$ cat config.mk
export PLATFORM = sky130hd
export DESIGN_NAME = spi_target
export DESIGN_NICKNAME = d
export VERILOG_FILES = /design/src/rtl/spi_target.sv
export SDC_FILE = /design/constraint.sdc
export NUM_CORES = 1
export LEC_CHECK = 0
export ABC_AREA = 1
export BUFFER_PORTS_ARGS = -buffer_cell sky130_fd_sc_hd__buf_2
export CORE_MARGIN = 2
export CORE_UTILIZATION = 62
export CTS_CLUSTER_SIZE = 12
export DETAILED_ROUTE_END_ITERATION = 10
export GPL_ROUTABILITY_DRIVEN = 0
export MAX_ROUTING_LAYER = met4
export PLACE_DENSITY = 0.8
export SLEW_MARGIN = 10
export SYNTH_ARGS = -nofsm -noshare
export SYNTH_HDL_FRONTEND = slang
export SYNTH_SLANG_ARGS = --single-unit
$ cat constraint.sdc
create_clock -name clk -period 3.1 [get_ports clk]
set_input_delay 0.31 -clock clk [delete_from_list [all_inputs] [get_ports clk]]
set_output_delay 0.31 -clock clk [all_outputs]
set_load 0.005 [all_outputs]
$ cat src/rtl/spi_target.sv
`timescale 1ns/1ps
// spi_target_fifo: 8-bit wide synchronous FIFO, show-ahead head output.
//   push_i/data_i : write side; a push while full is dropped unless a pop
//                   happens in the same cycle (count then stays unchanged)
//   pop_i         : read side; a pop while empty is ignored
//   full_o/empty_o/head_o/count_o : status, head of queue, occupancy
module spi_target_fifo #(
  parameter int DEPTH = 8,
  parameter int AW    = $clog2(DEPTH)
) (
  input  logic          clk,
  input  logic          rst_n,
  input  logic          push_i,
  input  logic [7:0]    data_i,
  input  logic          pop_i,
  output logic          full_o,
  output logic          empty_o,
  output logic [7:0]    head_o,
  output logic [AW:0]   count_o
);
  localparam logic [AW:0] FULL_CNT = (AW+1)'(DEPTH);

  logic [7:0]    mem_q [DEPTH];
  logic [7:0]    mem_d [DEPTH];
  logic [AW-1:0] wr_q, wr_d, rd_q, rd_d;
  logic [AW:0]   cnt_q, cnt_d;
  logic          do_push, do_pop;

  always_comb begin
    do_pop  = pop_i & (cnt_q != '0);
    do_push = push_i & ((cnt_q != FULL_CNT) | do_pop);
    mem_d   = mem_q;
    wr_d    = wr_q;
    rd_d    = rd_q;
    cnt_d   = cnt_q;
    if (do_push) begin
      mem_d[wr_q] = data_i;
      wr_d        = wr_q + AW'(1);
    end
    if (do_pop) begin
      rd_d = rd_q + AW'(1);
    end
    case ({do_push, do_pop})
      2'b10:   cnt_d = cnt_q + (AW+1)'(1);
      2'b01:   cnt_d = cnt_q - (AW+1)'(1);
      default: cnt_d = cnt_q;
    endcase
  end

  always_ff @(posedge clk or negedge rst_n) begin
    if (!rst_n) begin
      for (int i = 0; i < DEPTH; i++) mem_q[i] <= '0;
      wr_q  <= '0;
      rd_q  <= '0;
      cnt_q <= '0;
    end else begin
      mem_q <= mem_d;
      wr_q  <= wr_d;
      rd_q  <= rd_d;
      cnt_q <= cnt_d;
    end
  end

  assign full_o  = (cnt_q == FULL_CNT);
  assign empty_o = (cnt_q == '0);
  assign head_o  = mem_q[rd_q];
  assign count_o = cnt_q;
endmodule

// spi_target: SPI target (slave) with TX/RX byte FIFOs, all four SPI modes,
// MSB/LSB first. SPI pins are oversampled by clk.
//   sclk_i/cs_n_i/mosi_i      : async SPI inputs (2-flop synchronized)
//   miso_o/miso_oe_o          : serial out and its enable (enable == busy_o)
//   cpol_i/cpha_i/spi_shift_direct_i : mode, 1 = LSB first
//   tx_fifo_*                 : bus push side of the TX FIFO
//   rx_fifo_*                 : bus pop side of the RX FIFO (show-ahead)
//   *_water_mark_i/*_fifo_mark_o : registered level flags
//   busy_o/byte_done_o/rx_overflow_o/tx_underrun_o : status, pulses 1 clk
//
// Handshake: tx_fifo_write_i and rx_fifo_read_i are single-cycle strobes
// sampled on clk; each asserted cycle is one push/pop. A push while full
// or a pop while empty is silently ignored; rx_fifo_data_o always shows
// the current RX head.
module spi_target #(
  parameter int FIFO_DEPTH = 8
) (
  input  logic       clk,
  input  logic       rst_n,
  input  logic       sclk_i,
  input  logic       cs_n_i,
  input  logic       mosi_i,
  output logic       miso_o,
  output logic       miso_oe_o,
  input  logic       cpol_i,
  input  logic       cpha_i,
  input  logic       spi_shift_direct_i,
  input  logic       tx_fifo_write_i,
  input  logic [7:0] tx_fifo_data_i,
  output logic       tx_fifo_full_o,
  input  logic       rx_fifo_read_i,
  output logic [7:0] rx_fifo_data_o,
  output logic       rx_fifo_empty_o,
  input  logic [2:0] tx_water_mark_i,
  input  logic [2:0] rx_water_mark_i,
  output logic       tx_fifo_mark_o,
  output logic       rx_fifo_mark_o,
  output logic       busy_o,
  output logic       byte_done_o,
  output logic       rx_overflow_o,
  output logic       tx_underrun_o
);
  localparam int AW = $clog2(FIFO_DEPTH);

  typedef enum logic {IDLE = 1'b0, ACTIVE = 1'b1} state_t;

  state_t      state_q, state_d;
  logic [2:0]  sclk_s_q, sclk_s_d;
  logic [1:0]  cs_s_q, cs_s_d, mosi_s_q, mosi_s_d, sync_vld_q, sync_vld_d;
  logic        armed_q, armed_d;
  logic [7:0]  rx_shift_q, rx_shift_d, tx_shift_q, tx_shift_d;
  logic [2:0]  rx_cnt_q, rx_cnt_d, tx_cnt_q, tx_cnt_d;
  logic        rx_push_q, rx_push_d, byte_done_q, byte_done_d;
  logic        rx_ovf_q, rx_ovf_d, tx_unf_q, tx_unf_d;
  logic        tx_mark_q, tx_mark_d, rx_mark_q, rx_mark_d;

  logic        sclk_rise, sclk_fall, lead_edge, trail_edge;
  logic        sample_edge, drive_edge, cs_low, mosi_s, tx_load;
  logic        tx_empty, rx_full;
  logic [7:0]  tx_head;
  logic [AW:0] tx_count, rx_count;

  always_comb begin
    sclk_rise   = sclk_s_q[1] & ~sclk_s_q[2];
    sclk_fall   = ~sclk_s_q[1] & sclk_s_q[2];
    lead_edge   = cpol_i ? sclk_fall : sclk_rise;
    trail_edge  = cpol_i ? sclk_rise : sclk_fall;
    sample_edge = cpha_i ? trail_edge : lead_edge;
    drive_edge  = cpha_i ? lead_edge : trail_edge;
    cs_low      = ~cs_s_q[1];
    mosi_s      = mosi_s_q[1];
  end

  always_comb begin
    sclk_s_d    = {sclk_s_q[1:0], sclk_i};
    cs_s_d      = {cs_s_q[0], cs_n_i};
    mosi_s_d    = {mosi_s_q[0], mosi_i};
    // The synchronizers come out of reset holding preset values; only
    // once real samples have reached the second stage can a high cs_n
    // re-arm the FSM. This keeps a transfer interrupted by reset from
    // resuming until the controller opens a fresh frame.
    sync_vld_d  = {sync_vld_q[0], 1'b1};
    armed_d     = armed_q | (sync_vld_q[1] & cs_s_q[1]);
    state_d     = state_q;
    rx_shift_d  = rx_shift_q;
    rx_cnt_d    = rx_cnt_q;
    tx_shift_d  = tx_shift_q;
    tx_cnt_d    = tx_cnt_q;
    rx_push_d   = 1'b0;
    byte_done_d = rx_push_q;
    rx_ovf_d    = rx_push_q & rx_full;
    tx_unf_d    = 1'b0;
    tx_load     = 1'b0;
    tx_mark_d   = 3'(tx_count) < tx_water_mark_i;
    rx_mark_d   = 3'(rx_count) > rx_water_mark_i;

    case (state_q)
      IDLE: begin
        if (armed_q && cs_low) begin
          state_d = ACTIVE;
          // cpha=0 must present bit 0 before the first SCLK edge.
          if (!cpha_i) tx_load = 1'b1;
        end
      end
      ACTIVE: begin
        if (!cs_low) begin
          state_d    = IDLE;
          rx_shift_d = '0;
          rx_cnt_d   = '0;
          tx_cnt_d   = '0;
        end else begin
          if (sample_edge) begin
            rx_shift_d = spi_shift_direct_i ? {mosi_s, rx_shift_q[7:1]}
                                            : {rx_shift_q[6:0], mosi_s};
            rx_cnt_d   = rx_cnt_q + 3'd1;
            if (rx_cnt_q == 3'd7) rx_push_d = 1'b1;
          end
          if (drive_edge) begin
            tx_cnt_d = tx_cnt_q + 3'd1;
            if (cpha_i ? (tx_cnt_q == 3'd0) : (tx_cnt_q == 3'd7)) begin
              tx_load = 1'b1;
            end else begin
              tx_shift_d = spi_shift_direct_i ? {1'b0, tx_shift_q[7:1]}
                                              : {tx_shift_q[6:0], 1'b0};
            end
          end
        end
      end
      default: state_d = IDLE;
    endcase

    if (tx_load) begin
      tx_shift_d = tx_empty ? 8'hFF : tx_head;
      tx_unf_d   = tx_empty;
    end
  end

  always_ff @(posedge clk or negedge rst_n) begin
    if (!rst_n) begin
      state_q     <= IDLE;
      sclk_s_q    <= 3'b000;
      cs_s_q      <= 2'b11;
      mosi_s_q    <= 2'b00;
      sync_vld_q  <= 2'b00;
      armed_q     <= 1'b0;
      rx_shift_q  <= '0;
      rx_cnt_q    <= '0;
      tx_shift_q  <= '0;
      tx_cnt_q    <= '0;
      rx_push_q   <= 1'b0;
      byte_done_q <= 1'b0;
      rx_ovf_q    <= 1'b0;
      tx_unf_q    <= 1'b0;
      tx_mark_q   <= 1'b0;
      rx_mark_q   <= 1'b0;
    end else begin
      state_q     <= state_d;
      sclk_s_q    <= sclk_s_d;
      cs_s_q      <= cs_s_d;
      mosi_s_q    <= mosi_s_d;
      sync_vld_q  <= sync_vld_d;
      armed_q     <= armed_d;
      rx_shift_q  <= rx_shift_d;
      rx_cnt_q    <= rx_cnt_d;
      tx_shift_q  <= tx_shift_d;
      tx_cnt_q    <= tx_cnt_d;
      rx_push_q   <= rx_push_d;
      byte_done_q <= byte_done_d;
      rx_ovf_q    <= rx_ovf_d;
      tx_unf_q    <= tx_unf_d;
      tx_mark_q   <= tx_mark_d;
      rx_mark_q   <= rx_mark_d;
    end
  end

  spi_target_fifo #(.DEPTH(FIFO_DEPTH)) u_tx_fifo (
    .clk    (clk),
    .rst_n  (rst_n),
    .push_i (tx_fifo_write_i),
    .data_i (tx_fifo_data_i),
    .pop_i  (tx_load),
    .full_o (tx_fifo_full_o),
    .empty_o(tx_empty),
    .head_o (tx_head),
    .count_o(tx_count)
  );

  spi_target_fifo #(.DEPTH(FIFO_DEPTH)) u_rx_fifo (
    .clk    (clk),
    .rst_n  (rst_n),
    .push_i (rx_push_q),
    .data_i (rx_shift_q),
    .pop_i  (rx_fifo_read_i),
    .full_o (rx_full),
    .empty_o(rx_fifo_empty_o),
    .head_o (rx_fifo_data_o),
    .count_o(rx_count)
  );

  assign busy_o        = (state_q == ACTIVE);
  assign miso_oe_o     = busy_o;
  assign miso_o        = busy_o & (spi_shift_direct_i ? tx_shift_q[0] : tx_shift_q[7]);
  assign byte_done_o   = byte_done_q;
  assign rx_overflow_o = rx_ovf_q;
  assign tx_underrun_o = tx_unf_q;
  assign tx_fifo_mark_o = tx_mark_q;
  assign rx_fifo_mark_o = rx_mark_q;
endmodule

==> summary.md <==
| Metric | Value |
|---|---|
| Pwr dens | 860 nW/µm² |
| Int Pwr | 5.37 mW |
| Vias per std cell | 5.64 |
| Final cell count without fillers | 1418 |
| Post-synthesis compound-gate area fraction | 8.65% |
| Flop pwr share | 38.8% |
| Dpl cells | 1382 |
| Clock slew at reported path FFs | 70 ps |
| Syn-to-layout area delta | 8.90% |
| Switching part of the total | 40.1% |
| Initial antenna violation count | 0 |
| #FFs+latches synth | 187 |
| Req. time, crit path | 3460 ps |
| Arr. time, crit path | 3110 ps |
| Unique masters post-synth | 37 |
| Post-synthesis sequential area ratio | 48.9% |
| Worst r2r path cells | 14 |
| Largest net degree at the start of global routing | 100 |
| Combinational family with the most area after synthesis | simple AND/OR/NAND/NOR gates |
| Routed WL per cell | 15.3 µm |
| Clk root buf | clkbuf_16 |
| Xor and xnor area share after synthesis | 1.46% |
| Setup skew after layout | 6.84 ps |
| Synth async-reset ratio | 100% |
| Drt drc | 0 |
| Max clock buf depth | 2 |
| RSZ-0062 raised after global routing | false |
| Cell mode on critical path | ha_1 |
| First-pass DRT Iterations | 6 |
| Hold EP | u_rx_fifo.rd_q[1] |
| Final Cell Area | 10400 µm² |
| Slew headroom | 27.8% |
| Crit-path cells | inv_1 > ha_1 > nand3_1 > a21oi_1 > nand3_1 > nand2_1 > nand2_1 > inv_1 > ha_1 > xor2_1 > ha_1 > a21oi_1 > xor2_1 > o21ai_0 |
| HP Class | input port to flop |
| Comb power frac | 37.5% |
| Status | finished clean |
| Post-Route Utilization | 68.9% |
| Minimum clock period | 2750 ps |
| Synth Area in Simple Gates | 29.5% |
| Final HPWL DP | 13.8 mm |
| EDFF count, synth | 0 |
| Fin. max-slew vios | 0 |
| Num CTS Buffers | 17 |
| Adder-cell area share of the yosys netlist | 2.82% |
| Total congestion overflow | 0 |
| RR Endpoint | u_tx_fifo.count_o[2] |
| Number of diodes | 0 |
| Leakage power | 5.46 nW |
| Setup WS pre-CTS | 379 ps |
| Cells after Synth | 1201 |
| R2r setup slk | 350 ps |
| Final setup violation count | 0 |
| Mapped cell area | 9580 µm² |
| Clock power frac | 23.7% |
| Clock latency on the worst-skew pair | 440 ps |
| Tcrit/Tclk final | 88.7% |
| Peak supply drop | 0.513 mV |
| Setup slack after layout | 349 ps |
| Core outline area | 15100 µm² |
| Worst hold start | rx_fifo_read_i |
| Worst setup EP type | flop |
| Reg2reg start | tx_cnt_q[0] |
| Tot Pwr | 8.97 mW |
| Placed Area | 9810 µm² |
| Worst hold path stage count | 4 |
| Port buffer count | 41 |
| Routed Antenna Nets | 0 |
| Die Ht | 128 µm |
| I/O pins | 42 |
| Vias in the first global route | 7604 |
| Fmax achieved | 0.364 GHz |
| Multiplexer share of the synthesized area | 0.118% |
| Die area | 16500 µm² |
| Max-cap violation count | 0 |
| Slowest stage cell, crit path | dfrtp_1 |
| Top FF cell, synth | dfrtp_1 |
| Total track usage | 29.0% |
| Setup CP Type | flop to flop |
| Via Count | 7998 |
| Worst hold margin | 181 ps |
| Worst slew pin tran | 1080 ps |
| Initial drt markers | 811 |
| Setup crit start kind | flop |
| Share of layout cells above drive strength 1 | 9.92% |
| Core Rows | 45 |
| P_sw | 3.60 mW |
| Level count of the clock H-tree | 4 |
| Final nets | 1262 |
| Synthesized Nets | 1246 |
| YS warnings | 0 |
| Final Hold Viols | 0 |
| Die X | 128 µm |
| Setup TNS | 0 ps |
| Routed wire length | 21.8 mm |
| CP max FO | 9 |
| Clock sinks | 187 |
| First-pass GRT wire length | 36.9 mm |
| Synth Area per Inst | 7.97 µm² |
| TritonCTS clock tree | built |
| Initial core utilization | 63.2% |
| Critical Path Max Stage Delay | 390 ps |
[placed cells by master, fill, tap and decap left out, types with 3 or more instances in the layout]
cell type / instances
a21oi_1: 16
nand3b_1: 3
nand2_4: 7
nand2_1: 412
ha_1: 20
o21ai_1: 50
o32ai_1: 16
buf_4: 12
inv_2: 4
clkinv_4: 5
nor2_1: 67
clkinv_2: 3
inv_1: 111
dfrtp_1: 185
xor2_1: 12
nand4_1: 67
inv_6: 3
nand2_2: 3
clkbuf_16: 17
o21ai_0: 56
buf_2: 40
xnor2_1: 4
o21ai_2: 6
dlygate4sd3_1: 4
buf_12: 3
nand3_1: 74
clkinv_1: 3
nand3_2: 9
[cells in the mapped netlist (2+ instances only)]
cell / n / area [µm²]
a21oi_1: 16 / 80.1
dfrtp_1: 185 / 4630
clkinv_1: 3 / 11.3
xor2_1: 12 / 105
clkbuf_1: 19 / 71.3
inv_1: 111 / 417
nand3_2: 8 / 80.1
inv_2: 4 / 15.0
buf_6: 11 / 124
nand2_2: 3 / 18.8
clkbuf_2: 2 / 10.0
nor3_1: 2 / 10.0
buf_2: 11 / 55.1
o21ai_1: 50 / 250
xnor2_1: 4 / 35.0
dfstp_2: 2 / 52.6
and2_1: 2 / 12.5
o21ai_0: 56 / 280
nand4_1: 67 / 419
nand3b_1: 3 / 22.5
nor2_1: 67 / 251
buf_4: 5 / 37.5
o32ai_1: 16 / 140
nand2_4: 7 / 78.8
ha_1: 20 / 250
buf_1: 14 / 52.6
nand2_1: 412 / 1550
nand3_1: 75 / 375
o21ai_2: 6 / 52.6
[sequential cells by signal (all words and copies together) (netlist names), 4 cells and up]
signal	flops
rx_shift_q	8
tx_shift_q	8
u_rx_fifo.count_o	4
u_rx_fifo.mem_q	64
u_tx_fifo.count_o	4
u_tx_fifo.mem_q	64
[power groups by stage]
stage	Combinational, mW	Sequential, mW	Clock, mW
floorplan	2.58	3.33	0
global placement	3.24	3.49	0
detailed placement	3.34	3.50	0
CTS	3.36	3.47	2.15
global route	3.87	3.55	2.25
finish	3.37	3.48	2.12
[logic make-up (layout without fill, tap and decap cells)]
kind of cell	after synthesis	after routing
flops	187	187
simple gates	647	647
other cells	1	1
buf+inv	181	210
compound gates	147	147
fa+ha+maj	21	21
xor+xnor	16	16
mux	1	1
[critical path: cells and delay by family, from the launching register on]
kind,cells,cell delay [ps]
XOR/XNOR,2,450
buffers and inverters,2,240
flip-flops,1,390
adder cells (fa/ha/maj),3,590
AND/OR/NAND/NOR,4,660
AO/OA/AOI/OAI,3,340
[worst max path at each step]
stage | start | endpoint | cells past startpoint
2_1_floorplan | tx_cnt_q[0] | u_tx_fifo.count_o[2] | 14
3_3_place_gp | tx_cnt_q[0] | u_tx_fifo.count_o[2] | 14
3_5_place_dp | tx_cnt_q[0] | u_tx_fifo.count_o[3] | 14
4_1_cts | tx_cnt_q[0] | u_tx_fifo.count_o[2] | 14
5_1_grt | tx_cnt_q[0] | u_tx_fifo.count_o[2] | 14
6_report | tx_cnt_q[0] | u_tx_fifo.count_o[2] | 14
[repair_timing]
item | 4_1_cts | 5_1_grt
hold endpoints to repair | 5 | 0
gates resized for setup | 0 | 0
setup buffers | 0 | 0
hold buffers | 4 | 0
[final cells by class]
class,instances,area (µm²)
Clock buffer,18,439
Inverter,118,443
Timing Repair Buffer,60,404
Sequential cell,187,4680
Tap cell,188,235
Clock inverter,14,139
Fill cell,1276,4720
Multi-Input combinational cell,833,4090
[routing by layer]
layer | part of all wire [%] | wire length (µm) | global-route usage [%]
met1 | 46 | 10100 | 38.8
met2 | 47 | 10200 | 46.3
met3 | 4.8 | 1050 | 4.22
met4 | 1.8 | 402 | 8.99
met5 | 0 | 0 | -
No activity file was read; power rests on OpenSTA's default activity.
